`src/rtl/width_unpack_reader_if.sv`:
```
// RAM read port and repacked output stream of the width-unpacking reader.
// master = reader side, slave = RAM + consumer side.
interface width_unpack_reader_if #(
    parameter int WRDATA_SIZE = 4,
    parameter int RDDATA_SIZE = 3,
    parameter int ADDR_SIZE   = 4
);
    logic                   rden;
    logic [ADDR_SIZE-1:0]   raddr;
    logic [WRDATA_SIZE-1:0] rdata;
    logic [RDDATA_SIZE-1:0] dout;
    logic                   dout_valid;
    logic                   dout_ready;

    modport master (
        output rden, raddr, dout, dout_valid,
        input  rdata, dout_ready
    );

    modport slave (
        input  rden, raddr, dout, dout_valid,
        output rdata, dout_ready
    );
endinterface

```
`src/rtl/width_unpack_reader.sv`:
```
// Read-side controller: fetches WRDATA_SIZE-bit RAM words and repacks them
// LSB-first into RDDATA_SIZE-bit chunks with a valid/ready handshake.
module width_unpack_reader #(
    parameter int WRDATA_SIZE = 4,
    parameter int RDDATA_SIZE = 3,
    parameter int ADDR_SIZE   = 4
) (
    input  logic                                   rdclk,
    input  logic                                   rst,
    input  logic [ADDR_SIZE:0]                     wr_ptr,
    output logic [ADDR_SIZE:0]                     rd_ptr,
    output logic                                   empty,
    output logic [$clog2(WRDATA_SIZE+RDDATA_SIZE)-1:0] bit_cnt,
    width_unpack_reader_if.master                  bus
);
    localparam int ACC_W = WRDATA_SIZE + RDDATA_SIZE - 1;
    localparam int BCW   = $clog2(WRDATA_SIZE + RDDATA_SIZE);
    localparam int PW    = ADDR_SIZE + 1;
    localparam logic [BCW-1:0] RD_C = BCW'(RDDATA_SIZE);
    localparam logic [BCW-1:0] WR_C = BCW'(WRDATA_SIZE);

    typedef enum logic {IDLE, WAIT} state_t;

    state_t           state_q;
    logic [PW-1:0]    rd_ptr_q;
    logic [ACC_W-1:0] acc_q;
    logic [BCW-1:0]   bit_cnt_q;

    logic fetch;
    logic pop;

    assign empty = (rd_ptr_q == wr_ptr);
    // Fetch only while the accumulator cannot yet form a chunk, so a merged
    // word always fits in ACC_W bits and never collides with a pop.
    assign fetch = (state_q == IDLE) && (bit_cnt_q < RD_C) && !empty;
    assign pop   = bus.dout_valid && bus.dout_ready;

    assign bus.rden       = fetch & ~rst;
    assign bus.raddr      = rd_ptr_q[ADDR_SIZE-1:0];
    assign bus.dout       = acc_q[RDDATA_SIZE-1:0];
    assign bus.dout_valid = (bit_cnt_q >= RD_C);

    assign rd_ptr  = rd_ptr_q;
    assign bit_cnt = bit_cnt_q;

    always_ff @(posedge rdclk or posedge rst) begin
        if (rst) begin
            state_q   <= IDLE;
            rd_ptr_q  <= '0;
            acc_q     <= '0;
            bit_cnt_q <= '0;
        end else begin
            case (state_q)
                IDLE: begin
                    if (fetch) begin
                        rd_ptr_q <= rd_ptr_q + PW'(1);
                        state_q  <= WAIT;
                    end else if (pop) begin
                        acc_q     <= acc_q >> RDDATA_SIZE;
                        bit_cnt_q <= bit_cnt_q - RD_C;
                    end
                end
                WAIT: begin
                    // Bits at and above bit_cnt are zero, so OR places the word.
                    acc_q     <= acc_q | (ACC_W'(bus.rdata) << bit_cnt_q);
                    bit_cnt_q <= bit_cnt_q + WR_C;
                    state_q   <= IDLE;
                end
                default: state_q <= IDLE;
            endcase
        end
    end
endmodule
```
`src/flat_wrapper.sv`:
```
// flat-port wrapper written by rule: the top's interface ports become plain ports
module width_unpack_reader_flat 
#(
    parameter int WRDATA_SIZE = 4,
    parameter int RDDATA_SIZE = 3,
    parameter int ADDR_SIZE   = 4
)
  (rdclk, rst, wr_ptr, rd_ptr, empty, bit_cnt, bus_rden, bus_raddr, bus_dout, bus_dout_valid, bus_rdata, bus_dout_ready);
  width_unpack_reader_if #(.WRDATA_SIZE(WRDATA_SIZE), .RDDATA_SIZE(RDDATA_SIZE), .ADDR_SIZE(ADDR_SIZE)) bus_i ();
  input  logic rdclk;
  input  logic rst;
  input  logic [ADDR_SIZE:0] wr_ptr;
  output logic [ADDR_SIZE:0] rd_ptr;
  output logic empty;
  output logic [$clog2(WRDATA_SIZE+RDDATA_SIZE)-1:0] bit_cnt;
  output wire logic [$bits(bus_i.rden)-1:0] bus_rden;
  output wire logic [$bits(bus_i.raddr)-1:0] bus_raddr;
  output wire logic [$bits(bus_i.dout)-1:0] bus_dout;
  output wire logic [$bits(bus_i.dout_valid)-1:0] bus_dout_valid;
  input wire logic [$bits(bus_i.rdata)-1:0] bus_rdata;
  input wire logic [$bits(bus_i.dout_ready)-1:0] bus_dout_ready;
  assign bus_rden = bus_i.rden;
  assign bus_raddr = bus_i.raddr;
  assign bus_dout = bus_i.dout;
  assign bus_dout_valid = bus_i.dout_valid;
  assign bus_i.rdata = bus_rdata;
  assign bus_i.dout_ready = bus_dout_ready;
  width_unpack_reader #(.WRDATA_SIZE(WRDATA_SIZE), .RDDATA_SIZE(RDDATA_SIZE), .ADDR_SIZE(ADDR_SIZE)) u_core (.rdclk(rdclk), .rst(rst), .wr_ptr(wr_ptr), .rd_ptr(rd_ptr), .empty(empty), .bit_cnt(bit_cnt), .bus(bus_i));
endmodule
```
`config.mk`:
```
export PLATFORM = sky130hd
export DESIGN_NAME = width_unpack_reader_flat
export DESIGN_NICKNAME = d
export VERILOG_FILES = /design/src/rtl/width_unpack_reader_if.sv /design/src/rtl/width_unpack_reader.sv /design/src/flat_wrapper.sv
export SDC_FILE = /design/constraint.sdc
export NUM_CORES = 1
export LEC_CHECK = 0
export CORE_ASPECT_RATIO = 0.8
export CORE_UTILIZATION = 45
export DETAILED_ROUTE_END_ITERATION = 8
export HOLD_SLACK_MARGIN = 0.03
export PLACE_DENSITY = 0.75
export SYNTH_ARGS = -nofsm -noshare
export SYNTH_HDL_FRONTEND = slang
export SYNTH_SLANG_ARGS = --single-unit
```
`constraint.sdc`:
```
create_clock -name rdclk -period 2.4 [get_ports rdclk]
set_clock_uncertainty 0.2 [all_clocks]
set_input_delay 0.24 -clock rdclk [delete_from_list [all_inputs] [get_ports rdclk]]
set_output_delay 0.24 -clock rdclk [all_outputs]
set_load 0.02 [all_outputs]
```
* After elaboration in Yosys (flattened, before gate mapping)
Cells that the tools add are included.
Word-level totals: output and inout bits 18, input bits 12, flip-flop bits (word level) 15
Cells by class: add/sub/neg operators 3, mux-type cells 8, $lt $le $gt $ge 2, bitwise gates (word level) 4, shift operators 1, eq/ne operators 3, reductions and logical operators 6
Operator list (number):
- two-way mux 6 bit | 2
- case mux 6 bit (2 select lines) | 1
- two-way mux 3 bit | 2
- OR 6 bit | 1
- case mux 3 bit (2 select lines) | 1
- << shifter 4 x 3 -> 6 bit | 1
- adder 5 x 1 -> 5 bit, second input constant | 1
- == test 5 bit | 1
- AND reduction 2 bit | 2
- adder 3 bit, second input constant | 1
- >= comparator 3 x 2 -> 1 bit, second input constant | 1
- logical AND 1 bit | 3
- less-than comparator 3 x 2 -> 1 bit, second input constant | 1
- subtractor 3 x 2 -> 3 bit, second input constant | 1
- != test 2 x 1 -> 1 bit, second input constant | 1
- != test 2 bit, second input constant | 1
- NOT 1 bit | 2
- case mux 1 bit (2 select lines) | 1
- AND 1 bit | 1
- zero test 1 bit | 1
- two-way mux 1 bit | 1

* Logic depth before layout (Yosys ltp)
depth in word-level cells 5, gate-level depth with buffers 6, gate-level depth less buffers 6

* Least setup slack after synthesis
No wires, ideal clock.
path kind flip-flop to flip-flop, start reg u_core.rd_ptr_q[1] (netlist: u_core.rd_ptr[1]), end reg u_core.bit_cnt_q[1] (netlist: u_core.bit_cnt[1]), arrival 1.649 ns, required time 2.075 ns, slack 0.426 ns, path buffers 0, stages on the path, launching flop included 6, cell sequence dfrtp_1 > xnor2_1 > nand3_1 > o31a_1 > nor2_4 > mux2_2
On the way: cells in the longest elaborated chain, start to end 5
Ends and longest elaborated chain:
- start: declaration | line width_unpack_reader.sv:25 | logic [PW-1:0] rd_ptr_q;
- start signal: assignment | line width_unpack_reader.sv:56 | rd_ptr_q <= rd_ptr_q + PW'(1);
- == test 5 bit | line width_unpack_reader.sv:32 | assign empty = (rd_ptr_q == wr_ptr);
- zero test 1 bit | line width_unpack_reader.sv:35 | assign fetch = (state_q == IDLE) && (bit_cnt_q < RD_C) && !empty;
- logical AND 1 bit | line width_unpack_reader.sv:35
- != test 2 bit (no line)
- AND reduction 2 bit (no line)
- end signal: assignment | line width_unpack_reader.sv:60 | bit_cnt_q <= bit_cnt_q - RD_C;
- end signal: assignment | line width_unpack_reader.sv:66 | bit_cnt_q <= bit_cnt_q + WR_C;
- end: declaration | line width_unpack_reader.sv:27 | logic [BCW-1:0] bit_cnt_q;
No other way between the ends. A chain may end at the register's enable or synchronous reset.

* Final worst setup path
start reg u_core.bit_cnt_q[0] (netlist: u_core.bit_cnt[0]), end out bus_dout_valid
On the way: cells in the longest elaborated chain, start to end 1
Ends and longest elaborated chain:
- >= comparator 3 x 2 -> 1 bit | line width_unpack_reader.sv:41 | assign bus.dout_valid = (bit_cnt_q >= RD_C);
- end: declaration | line flat_wrapper.sv:19 | output wire logic [$bits(bus_i.dout_valid)-1:0] bus_dout_valid;
No other way between the ends.

==> summary.txt <==
Synthesis
  • Combinational family with the most area after synthesis: compound AO/OA/AOI/OAI gates
  • Post-synthesis mux area share: 0.08186
  • Synth Instances: 97
  • Cell area after synthesis: 917.1 µm²
  • Syn Area/Cell: 9.455 µm²
  • Adder-cell share of the synthesized area: 0.04093
  • Warnings, synthesis: 0
  • Synthesized flop and latch total: 15
  • Synth Area in Compound Gates: 0.1432
  • Syn nets: 112
  • Netlist cell types: 30
  • Post-Synth XOR/XNOR Area: 0.09550
  • Synth Area in Simple Gates: 0.1282
  • Seq/Total Area, Yosys: 0.4093

STA
  • Setup violation total in the final timing report: 0
  • Worst-margin pin slew: 0.5635 ns
  • Minimum clock period after layout: 2.025 ns
  • Fmax: 0.4939 GHz
  • Final Hold Fails: 0
  • Final setup margin: 0.3752 ns
  • Max Transition Viols Final: 0
  • Total negative slack: 0 ns
  • Fin Hold WS: 0.1366 ns
  • Unrepaired setup endpoints after global routing: no
  • Slew margin rel.: 0.6239
  • Period utilization: 0.8437

Worst setup path
  • CP endpoint kind: primary output
  • Crit-path cells: ha_1, ha_1, or2_2, dlymetal6s2s_1
  • Critical Path Start Type: register
  • CP startpoint: u_core.bit_cnt[0]$_DFFE_PP0P_
  • Crit path DAT: 1.58 ns
  • CP Max Fanout: 3
  • R2r startpoint: u_core.rd_ptr[1]$_DFFE_PP0P_
  • Crit-path most repeated cell: ha_1
  • CP max stage delay: 0.40 ns
  • Critical Setup Path Class: register to primary output
  • Worst endpoint required time: 1.96 ns
  • Slowest-stage cell, CP: dfrtp_1
  • Largest delay share family, worst path: flip-flops
  • Buf+Inv Stages, Crit Path: 1

Drt
  • Vias post-DR: 752
  • DR iter-0 viols: 13
  • Initial DRT Pass Iterations: 4
  • Met1 WL: 839 µm
  • Post-detailed-route wirelength per cell: 12.10 µm
  • Uppermost layer routed: met4
  • Routed length on met2: 857 µm
  • Routed Antenna Nets: 0
  • DR WL met3: 79 µm
  • WL final: 1803 µm
  • Vias per cell: 5.047
  • Drt drc: 0

Cells and area
  • Final #Nets: 141
  • Core Util, Final: 0.6594
  • Antenna cells: 0
  • Fill count: 160
  • Commonest cells after routing, fill and taps aside: clkdlybuf4s50_1, dfrtp_1, nor2_1
  • Layout area overhead: 36.02%
  • Layout cells sized above 1: 0.1200
  • Most common cell after layout, fill and taps aside: clkdlybuf4s50_1

Die
  • Die area: 2224 µm²
  • Chip width: 52.48 µm
  • Initial Util: 0.4848
  • DIE HEIGHT: 42.38 µm
  • Core area: 1892 µm²
  • # rows: 14
  • I/O pin cnt: 30

Placement
  • Final GP Congestion: 0.9088
  • Port Buf Inserts: 29
  • DP Worst Slack: 0.1780 ns
  • Post-DP HPWL: 1474 µm

Min path
  • Hold Path Class: input pin to async pin

Clocking
  • CTS tree: yes
  • Number of CTS-inserted buffers: 3
  • Root buffer cell: clkbuf_4
  • H-tree levels: 1
  • Clk_lat worst skew: 0.28 ns
  • Hold buffers post-CTS: 0
  • CTS sink count: 15
  • Max clock buf depth: 2
  • CTS clk-pin slew, worst paths: 0.09 ns

Power
  • Cell-internal power: 1014 µW
  • Reg power frac: 0.282
  • Power per standard cell area: 1435 nW/µm²
  • Net Switching: 776.9 µW
  • Sw Share: 0.4339
  • Pleak: 0.0005952 µW
  • Peak supply drop: 0.8475 mV
  • Gate power share: 0.639
  • Clk pwr share: 0.079

Run
  • Max-cap viol count: 0

Global routing
  • Vias in the first global route: 716
  • Initial antenna violation count: 0
  • Largest net degree at the start of global routing: 16
  • Global-route wire length before repair: 3174 µm
  • GRT Util Overall: 0.1940
  • GRT overflow: 0

Outcome
  • Status: complete, no violations
synth_stat cells (all sizes together):
library cell	instances	area [µm²]
dfrtp	15	375.4
nor2	13	56.30
buf	9	62.56
inv	7	26.28
xnor2	7	61.31
nand2	5	18.77
a21oi	4	20.02
mux2	4	45.04
a31oi	3	18.77
ha	3	37.54
mux2i	3	30.03
nand3	3	15.01
o21a	3	22.52
o21ai	3	15.01
xor2	3	26.28
o22ai	2	12.51
a21o	1	7.510
a22o	1	8.760
a41o	1	10.01
and3b	1	8.760
clkbuf	1	3.750
nor2b	1	6.260
o21bai	1	7.510
o31a	1	8.760
or2	1	6.260
or3	1	6.260
timing repair:
item | 4_1_cts | 5_1_grt
buffers inserted | 0 | 0
hold endpoints to repair | 0 | 0
endpoints found under the setup margin | 0 | 3
resized for setup | 0 | 4
final timing paths:
check | slack [ns] | cells after the start | to
max | 0.38 | 4 | bus_dout_valid
min | 0.14 | 2 | u_core.rd_ptr[1]$_DFFE_PP0P_
max reg2reg | 0.39 | 5 | u_core.acc_q[2]$_DFFE_PP0P_
min reg2reg | 0.30 | 2 | u_core.acc_q[5]$_DFFE_PP0P_
max in group asynchronous | 1.49 | 2 | u_core.rd_ptr[4]$_DFFE_PP0P_
min in group rdclk | 0.30 | 2 | u_core.acc_q[5]$_DFFE_PP0P_
layout make-up:
type / instances / area (µm²) / share of cell area
multi-input cells: 65 / 452.9 / 0.3631
flip-flops and latches: 15 / 375.4 / 0.3009
repair buffers: 34 / 335.3 / 0.2688
well taps: 24 / 30.03 / 0.02407
inverters: 7 / 26.28 / 0.02106
clock buffers: 3 / 22.52 / 0.01805
clock inverters: 1 / 5.005 / 0.004012
sequential cells by signal (all words and copies together), names as in the netlist:
name,count
u_core.rd_ptr,5
u_core.acc_q,6
u_core.state_q,1
u_core.bit_cnt,3
metal layers:
layer,vias up,GRT usage
met3,4,0.06522
met4,0,0.05263
met5,-,0
li1,382,-
met1,347,0.2794
met2,19,0.2759
power by group through the flow:
stage | clock [µW] | sequential [µW] | combinational [µW]
after detailed placement | 0 | 513 | 1150
after global routing | 167 | 526 | 1250
after floorplan | 0 | 570 | 700
after global placement | 0 | 511 | 1120
after CTS | 149 | 507 | 1150
final | 141 | 505 | 1140
cells by family after synthesis:
| group | Yosys count |
|---|---|
| flops | 15 |
| fa+ha+maj | 3 |
| simple gates | 25 |
| compound gates | 20 |
| xor+xnor | 10 |
| buf+inv | 17 |
| mux | 7 |
through the flow:
stage | power, µW | cell area [µm²] | cells
floorplan | 1270 | 917.1 | 97
global placement | 1635 | 1209 | 145
detailed placement | 1660 | 1209 | 145
CTS | 1806 | 1236 | 149
global route | 1942 | 1247 | 149
finish | 1791 | 1247 | 149
Power figures use the tool's default switching activity.
